<file path="src/rtl/hazard_stall_ctrl.sv">
// Hazard/stall controller for the 5-stage core: Tuse/Tnew data hazards, MDU busy sequencing.
// Optional stall statistics counter enabled by defining HAZARD_STALL_STATS_EN.
module hazard_stall_ctrl #(
    parameter int MULT_CYCLES = 5,
    parameter int DIV_CYCLES  = 10,
    parameter int CNT_W       = 4
) (
    input  logic        clk,
    input  logic        reset,
    input  logic [4:0]  d_rs,
    input  logic [4:0]  d_rt,
    input  logic        d_use_rs,
    input  logic        d_use_rt,
    input  logic [1:0]  d_tuse_rs,
    input  logic [1:0]  d_tuse_rt,
    input  logic        d_md,
    input  logic [4:0]  e_waddr,
    input  logic        e_regwrite,
    input  logic [1:0]  e_tnew,
    input  logic [4:0]  m_waddr,
    input  logic        m_regwrite,
    input  logic [1:0]  m_tnew,
    input  logic        e_md_start,
    input  logic        e_md_div,
    output logic        stall,
    output logic        flush_de,
    output logic        md_busy,
    output logic [31:0] stall_cnt
);

    typedef enum logic [0:0] {
        IDLE = 1'b0,
        BUSY = 1'b1
    } md_state_t;

    localparam logic [CNT_W-1:0] MULT_LOAD = CNT_W'(MULT_CYCLES - 1);
    localparam logic [CNT_W-1:0] DIV_LOAD  = CNT_W'(DIV_CYCLES - 1);
    localparam logic [CNT_W-1:0] CNT_ZERO  = {CNT_W{1'b0}};
    localparam logic [CNT_W-1:0] CNT_ONE   = {{(CNT_W-1){1'b0}}, 1'b1};

    // A source register is stale if a pending writer produces it later than D needs it.
    function automatic logic src_hazard(
        input logic       use_src,
        input logic [4:0] src,
        input logic [1:0] tuse,
        input logic [4:0] ew,
        input logic       ewe,
        input logic [1:0] etn,
        input logic [4:0] mw,
        input logic       mwe,
        input logic [1:0] mtn
    );
        logic from_e;
        logic from_m;
        from_e = ewe && (ew == src) && (etn > tuse);
        from_m = mwe && (mw == src) && (mtn > tuse);
        return use_src && (src != 5'd0) && (from_e || from_m);
    endfunction

    md_state_t        state_r;
    md_state_t        state_nxt_s;
    logic [CNT_W-1:0] cnt_r;
    logic [CNT_W-1:0] cnt_nxt_s;
    logic             hz_rs_s;
    logic             hz_rt_s;
    logic             hz_md_s;
    logic             stall_s;

    // Combinational hazard detection; stall and flush share one zero-latency source.
    always_comb begin
        hz_rs_s = src_hazard(d_use_rs, d_rs, d_tuse_rs, e_waddr, e_regwrite, e_tnew,
                             m_waddr, m_regwrite, m_tnew);
        hz_rt_s = src_hazard(d_use_rt, d_rt, d_tuse_rt, e_waddr, e_regwrite, e_tnew,
                             m_waddr, m_regwrite, m_tnew);
        hz_md_s = d_md && (e_md_start || (state_r == BUSY));
        stall_s = hz_rs_s || hz_rt_s || hz_md_s;
    end

    assign stall    = stall_s;
    assign flush_de = stall_s;
    assign md_busy  = (state_r == BUSY);

    // MDU sequencer next-state; a start while busy is ignored.
    always_comb begin
        state_nxt_s = state_r;
        cnt_nxt_s   = cnt_r;
        case (state_r)
            IDLE: begin
                if (e_md_start) begin
                    state_nxt_s = BUSY;
                    cnt_nxt_s   = e_md_div ? DIV_LOAD : MULT_LOAD;
                end else begin
                    cnt_nxt_s   = CNT_ZERO;
                end
            end
            BUSY: begin
                if (cnt_r <= CNT_ONE) begin
                    state_nxt_s = IDLE;
                    cnt_nxt_s   = CNT_ZERO;
                end else begin
                    cnt_nxt_s   = cnt_r - CNT_ONE;
                end
            end
            default: begin
                state_nxt_s = IDLE;
                cnt_nxt_s   = CNT_ZERO;
            end
        endcase
    end

    // MDU sequencer state register.
    always_ff @(posedge clk or negedge reset) begin
        if (!reset) begin
            state_r <= IDLE;
            cnt_r   <= CNT_ZERO;
        end else begin
            state_r <= state_nxt_s;
            cnt_r   <= cnt_nxt_s;
        end
    end

`ifdef HAZARD_STALL_STATS_EN
    logic [31:0] stall_cnt_r;

    // Saturating count of stalled cycles.
    always_ff @(posedge clk or negedge reset) begin
        if (!reset) begin
            stall_cnt_r <= 32'h0000_0000;
        end else if (stall_s && (stall_cnt_r != 32'hFFFF_FFFF)) begin
            stall_cnt_r <= stall_cnt_r + 32'h0000_0001;
        end else begin
            stall_cnt_r <= stall_cnt_r;
        end
    end

    assign stall_cnt = stall_cnt_r;
`else
    assign stall_cnt = 32'h0000_0000;
`endif

endmodule
</file>
<file path="config.mk">
export PLATFORM = sky130hd
export DESIGN_NAME = hazard_stall_ctrl
export DESIGN_NICKNAME = d
export VERILOG_FILES = /design/src/rtl/hazard_stall_ctrl.sv
export SDC_FILE = /design/constraint.sdc
export NUM_CORES = 1
export LEC_CHECK = 0
export CAP_MARGIN = 20
export CELL_PAD_IN_SITES_DETAIL_PLACEMENT = 0
export CELL_PAD_IN_SITES_GLOBAL_PLACEMENT = 1
export CORE_ASPECT_RATIO = 0.5
export CORE_UTILIZATION = 24
export CTS_CLUSTER_DIAMETER = 40
export DETAILED_ROUTE_END_ITERATION = 16
export PLACE_DENSITY = 0.83
export SETUP_SLACK_MARGIN = 0.2
export SLEW_MARGIN = 10
export SYNTH_ARGS = -nofsm -noshare
export SYNTH_HDL_FRONTEND = slang
export SYNTH_SLANG_ARGS = --single-unit
export TNS_END_PERCENT = 1
</file>
<file path="constraint.sdc">
create_clock -name clk -period 2.74 [get_ports clk]
set_clock_uncertainty 0.05 [all_clocks]
set_input_delay 0.274 -clock clk [delete_from_list [all_inputs] [get_ports clk]]
set_output_delay 0.274 -clock clk [all_outputs]
set_load 0.01 [all_outputs]
</file>
# == After elaboration in Yosys (flattened, before gate mapping) ==
# Cells that the tools add are included.
# op_classes
addsub,1
magnitude_cmp,5
n_eq_ne,4
muxes,7
n_bitwise,1
reduce_logical,20
# op_table
operator,count
5-bit == test,4
1-bit logical AND,13
4-bit two-way mux,3
5-bit nonzero test,2
2-bit > comparator,4
4-bit case mux with 2 select lines,1
1-bit logical OR,5
"4-bit by 1-bit less-or-equal comparator with 1-bit output, second input constant",1
"4-bit by 1-bit subtractor with 4-bit output, second input constant",1
1-bit two-way mux,2
1-bit case mux with 2 select lines,1
1-bit NOT,1
# word_totals
reg_bits,5
out_inout_bits,35

# == Depth between registers and ports, before layout ==
# depth
depth_word,7
mapped_depth,8
depth_no_buf,7

# == Worst setup path after synthesis ==
# OpenSTA, ideal clock, no wires.
# synth_timing
kind,in2out
startpoint,input port d_tuse_rs[1]
endpoint,output port stall
arrival_time_ns,1.537
t_required_ns,2.416
path_slack_ns,0.879
cell_stages,8
cell_sequence,inv_1 > ha_1 > a21boi_0 > nand4_1 > nor4_1 > o221ai_1 > nand3_1 > buf_4
# synth_via
elab_chain_len,6
elab_cells_between_ends,8
cone_classes,order compare: 2; reduce/logical: 6
# synth_lines
item,line_no,source
"start, declared",14,"input logic [1:0] d_tuse_rs,"
2-bit > comparator (on tied branches),"55, 56",
1-bit logical AND (on tied branches),"55, 56",
1-bit logical OR (*),57,return use_src && (src != 5'd0) && (from_e || from_m);
1-bit logical AND (*),57,
1-bit logical OR (*) (2 in a row),76,stall_s = hz_rs_s || hz_rt_s || hz_md_s;
"end, declared",25,"output logic stall,"
# Every way passes the cells marked *; elsewhere a longest branch is shown, timed or not.

# == Worst setup path after layout ==
# layout_timing
startpoint,input port d_tuse_rt[1]
endpoint,output port stall
# layout_via
elab_chain_len,6
elab_cells_between_ends,8
cone_classes,order compare: 2; reduce/logical: 6
# layout_lines
item,line_no,source
"start, declared",15,"input logic [1:0] d_tuse_rt,"
2-bit > comparator (on tied branches),"55, 56",
1-bit logical AND (on tied branches),"55, 56",
1-bit logical OR (*),57,
1-bit logical AND (*),57,
1-bit logical OR (*) (2 in a row),76,
# Marks and branches as above.

==> flow_summary.toml <==
[global_routing]
global_route_wire_length_before_repair_um = 3020
largest_net_degree_at_the_start_of_global_routing = 8
grt_remaining_overflow = 0
first_global_vias = 724
global_route_usage_over_all_layers_pct = 9.11
grt_antenna_before_repair = 0

[sta]
finalMaxSlewViolations = 0
timing.final.hold_violations = 0
setup_slack_ns = 0.235
max_freq_ghz = 0.399
period_share_pct = 91.4
fin_crit_ns = 2.50
rsz0062_at_grt = "yes"
finalSetupViolations = 0
setup-tns-final_ns = 0

[final_layout]
fin_area_um2 = 1360
n_antenna_cell = 0
drive_gt1_share_pct = 7.36
fin_nets = 211
area_delta_synth_final_pct = 44.6

[clock_tree]
worst_skew_pair.late_latency_ns = 0.22
clock-root-buffer = "sky130_fd_sc_hd__clkbuf_8"
clk_pin_slew_ns = 0.04
cts-buffers-inserted = 3
cts_htree_levels = 1
cts_tree = "done"
cts.sink_count = 5
clock_tree_buffer_depth = 2

[job]
max_cap_viol_count = 0

[place]
worst_setup_timing_slack_at_the_placement_stage_ns = -0.0946
placer_congestion = 0.740
place_hpwl_um = 1810
dpl_cell_area_um2 = 1290
portBuffers = 39

[die]
floorplan.die.width_um = 90.4
fp.coreArea_um2 = 3580
die-height_um = 46.2
placementRows = 15
io_pins = 72
fp.dieArea_um2 = 4170
starting_density_pct = 26.1

[synth]
synth_largest_area_cell = "sky130_fd_sc_hd__buf_4"
ys_top_cells_by_count = "sky130_fd_sc_hd__buf_4, sky130_fd_sc_hd__xnor2_1, sky130_fd_sc_hd__inv_1"
synth.avg_cell_area_um2 = 7.94
synthCells = 118
yosys_warnings = 0
synth_seq_cells = 5
synth.top_cell.area_share_pct = 26.4
synth.top_cells.by_area = "sky130_fd_sc_hd__buf_4, sky130_fd_sc_hd__xnor2_1, sky130_fd_sc_hd__dfrtp_1"
asyncSetResetFlopFracSynth_pct = 100
yosys.cell_count.top_type = "sky130_fd_sc_hd__buf_4"
synth_seq_area_share_pct = 13.4
synthDistinctLibCells = 20
synth-edff-count = 0
synthFlopType = "sky130_fd_sc_hd__dfrtp_1"
netlist_area_um2 = 937

[worst_setup_path]
reg2reg_to = "md_busy$_DFF_PN0_"
arrival_worst_endpoint_ns = 2.18
critical_path_peak_fanout = 2
timing.critical_path.slowest_stage_cell = "sky130_fd_sc_hd__clkdlybuf4s50_1"
required_ns = 2.42
cells_along_the_critical_path = "clkdlybuf4s50_1 -> inv_1 -> ha_1 -> a21boi_1 -> nand4_1 -> nor4_2 -> o221ai_1 -> nand3_1 -> clkdlybuf4s15_1"
slowest_delay_ns = 0.45
criticalPathCategory = "in -> out"
setup.reg_to_reg.worst_slack_ns = 1.28
timing.critical_path.from_type = "primary input"
worstRegToRegCells = 5
timing.critical_path.to_type = "output port"
reg2reg_from = "cnt_r[0]$_DFF_PN0_"

[detailed_routing]
drt_wl_total_um = 2010
drc = 0
drt_first_iter_violations = 17
wl_per_cell_um = 9.39
routed-via-count = 805
dr.pass1.iters = 4
drtAntennaViolNets = 0
vias_per_cell = 3.76

[power_and_ir_drop]
power.combinational.fraction_pct = 50.7
power.leakage_uw = 0.000593
sequentialPowerShare_pct = 25.2
powerDensity_nw_per_um2 = 410
p_int_uw = 352
total_power_uw = 556
vdd_drop_max_mv = 0.328
power.share.clock_pct = 24.1
power_switching_uw = 204
power.switching_fraction_pct = 36.6

[hold_path]
worst_hold_path_type = "in -> async"

[status]
status = "complete, no violations"
## flip-flops by register name (all words and copies together) (netlist names)
name     flops
md_busy      1
cnt_r        4
## logic make-up (layout without fill, tap and decap cells)
group / after synthesis / in the layout / share of synthesized area (%)
other: 1 / 32 / 0.400
buffers and inverters: 45 / 59 / 31.2
AND/OR/NAND/NOR: 21 / 21 / 12.1
flip-flops: 5 / 5 / 13.4
XOR/XNOR: 21 / 21 / 19.6
adder cells (fa/ha/maj): 10 / 10 / 13.4
AO/OA/AOI/OAI: 15 / 15 / 9.88
## critical path, delay by kind of cell
kind	cells	cell delay [ns]
AO/OA/AOI/OAI	2	0.33
adder cells (fa/ha/maj)	1	0.30
buffers and inverters	3	0.74
AND/OR/NAND/NOR	3	0.52
## final cells by class
class,instances,area (µm²)
Clock buffer,4,45.0
Tap cell,51,63.8
Inverter,12,45.0
Sequential cell,5,125
Multi-Input combinational cell,99,661
Timing Repair Buffer,43,415
Fill cell,388,2230
## worst max path at each step
stage	cells past startpoint	startpoint	slack [ns]	endpoint
after floorplan	8	d_tuse_rs[1]	0.88	stall
after global placement	9	d_tuse_rs[1]	-0.11	flush_de
after detailed placement	9	d_tuse_rs[1]	-0.09	stall
after CTS	9	d_tuse_rs[1]	0.22	stall
after global routing	9	d_tuse_rt[1]	0.12	stall
final	9	d_tuse_rt[1]	0.24	stall
## routing by layer
metal / vias up / GRT usage [%] / wire [µm]
met2: 27 / 18.2 / 1090
met4: 0 / 2.90 / 0
met1: 357 / 10.7 / 844
li1: 421 / - / -
met3: 0 / 0.990 / 72
met5: - / 0 / 0
## timing repair
item | CTS | global route
gates cloned | 0 | 0
endpoints found under the setup margin | 2 | 2
setup buffers | 0 | 0
hold buffers | 0 | 0
pin swaps | 0 | 1
resized for setup | 4 | 7
## stage by stage
| step | instances | util (%) | hold slack [ns] |
|---|---|---|---|
| after floorplan | 149 | - | -0.0716 |
| after global placement | 210 | 36.0 | 0.456 |
| after detailed placement | 210 | 36.0 | 0.469 |
| after CTS | 214 | 37.2 | 0.237 |
| after global routing | 214 | 37.8 | 0.251 |
| final | 214 | 37.8 | 0.230 |
## cells in the final DEF, fill, tap and decap left out, types with 2 or more instances in the layout
master                            Yosys  routed
sky130_fd_sc_hd__clkdlybuf4s50_1      0      37
sky130_fd_sc_hd__conb_1               1      32
sky130_fd_sc_hd__xnor2_1             15      15
sky130_fd_sc_hd__inv_1               12      12
sky130_fd_sc_hd__ha_1                10      10
sky130_fd_sc_hd__nand3_1              6       6
sky130_fd_sc_hd__xor2_1               6       6
sky130_fd_sc_hd__o21ai_0              5       5
sky130_fd_sc_hd__dfrtp_1              5       5
sky130_fd_sc_hd__a21oi_1              4       4
sky130_fd_sc_hd__nor4_2               0       4
sky130_fd_sc_hd__buf_4               33       4
sky130_fd_sc_hd__nand2_1              3       3
sky130_fd_sc_hd__clkbuf_8             0       3
sky130_fd_sc_hd__o31ai_1              2       2
sky130_fd_sc_hd__nor2_1               2       2
sky130_fd_sc_hd__a21boi_1             0       2
sky130_fd_sc_hd__nand4_1              2       2
sky130_fd_sc_hd__or4_1                2       2
sky130_fd_sc_hd__o221ai_1             2       2
## power by group through the flow
stage | clock (µW) | combinational, µW | sequential, µW
finish | 134 | 282 | 140
global route | 141 | 319 | 145
CTS | 138 | 281 | 140
detailed placement | 0 | 283 | 141
global placement | 0 | 278 | 139
floorplan | 0 | 194 | 136
Note: power is estimated with default switching activity, not from simulation.
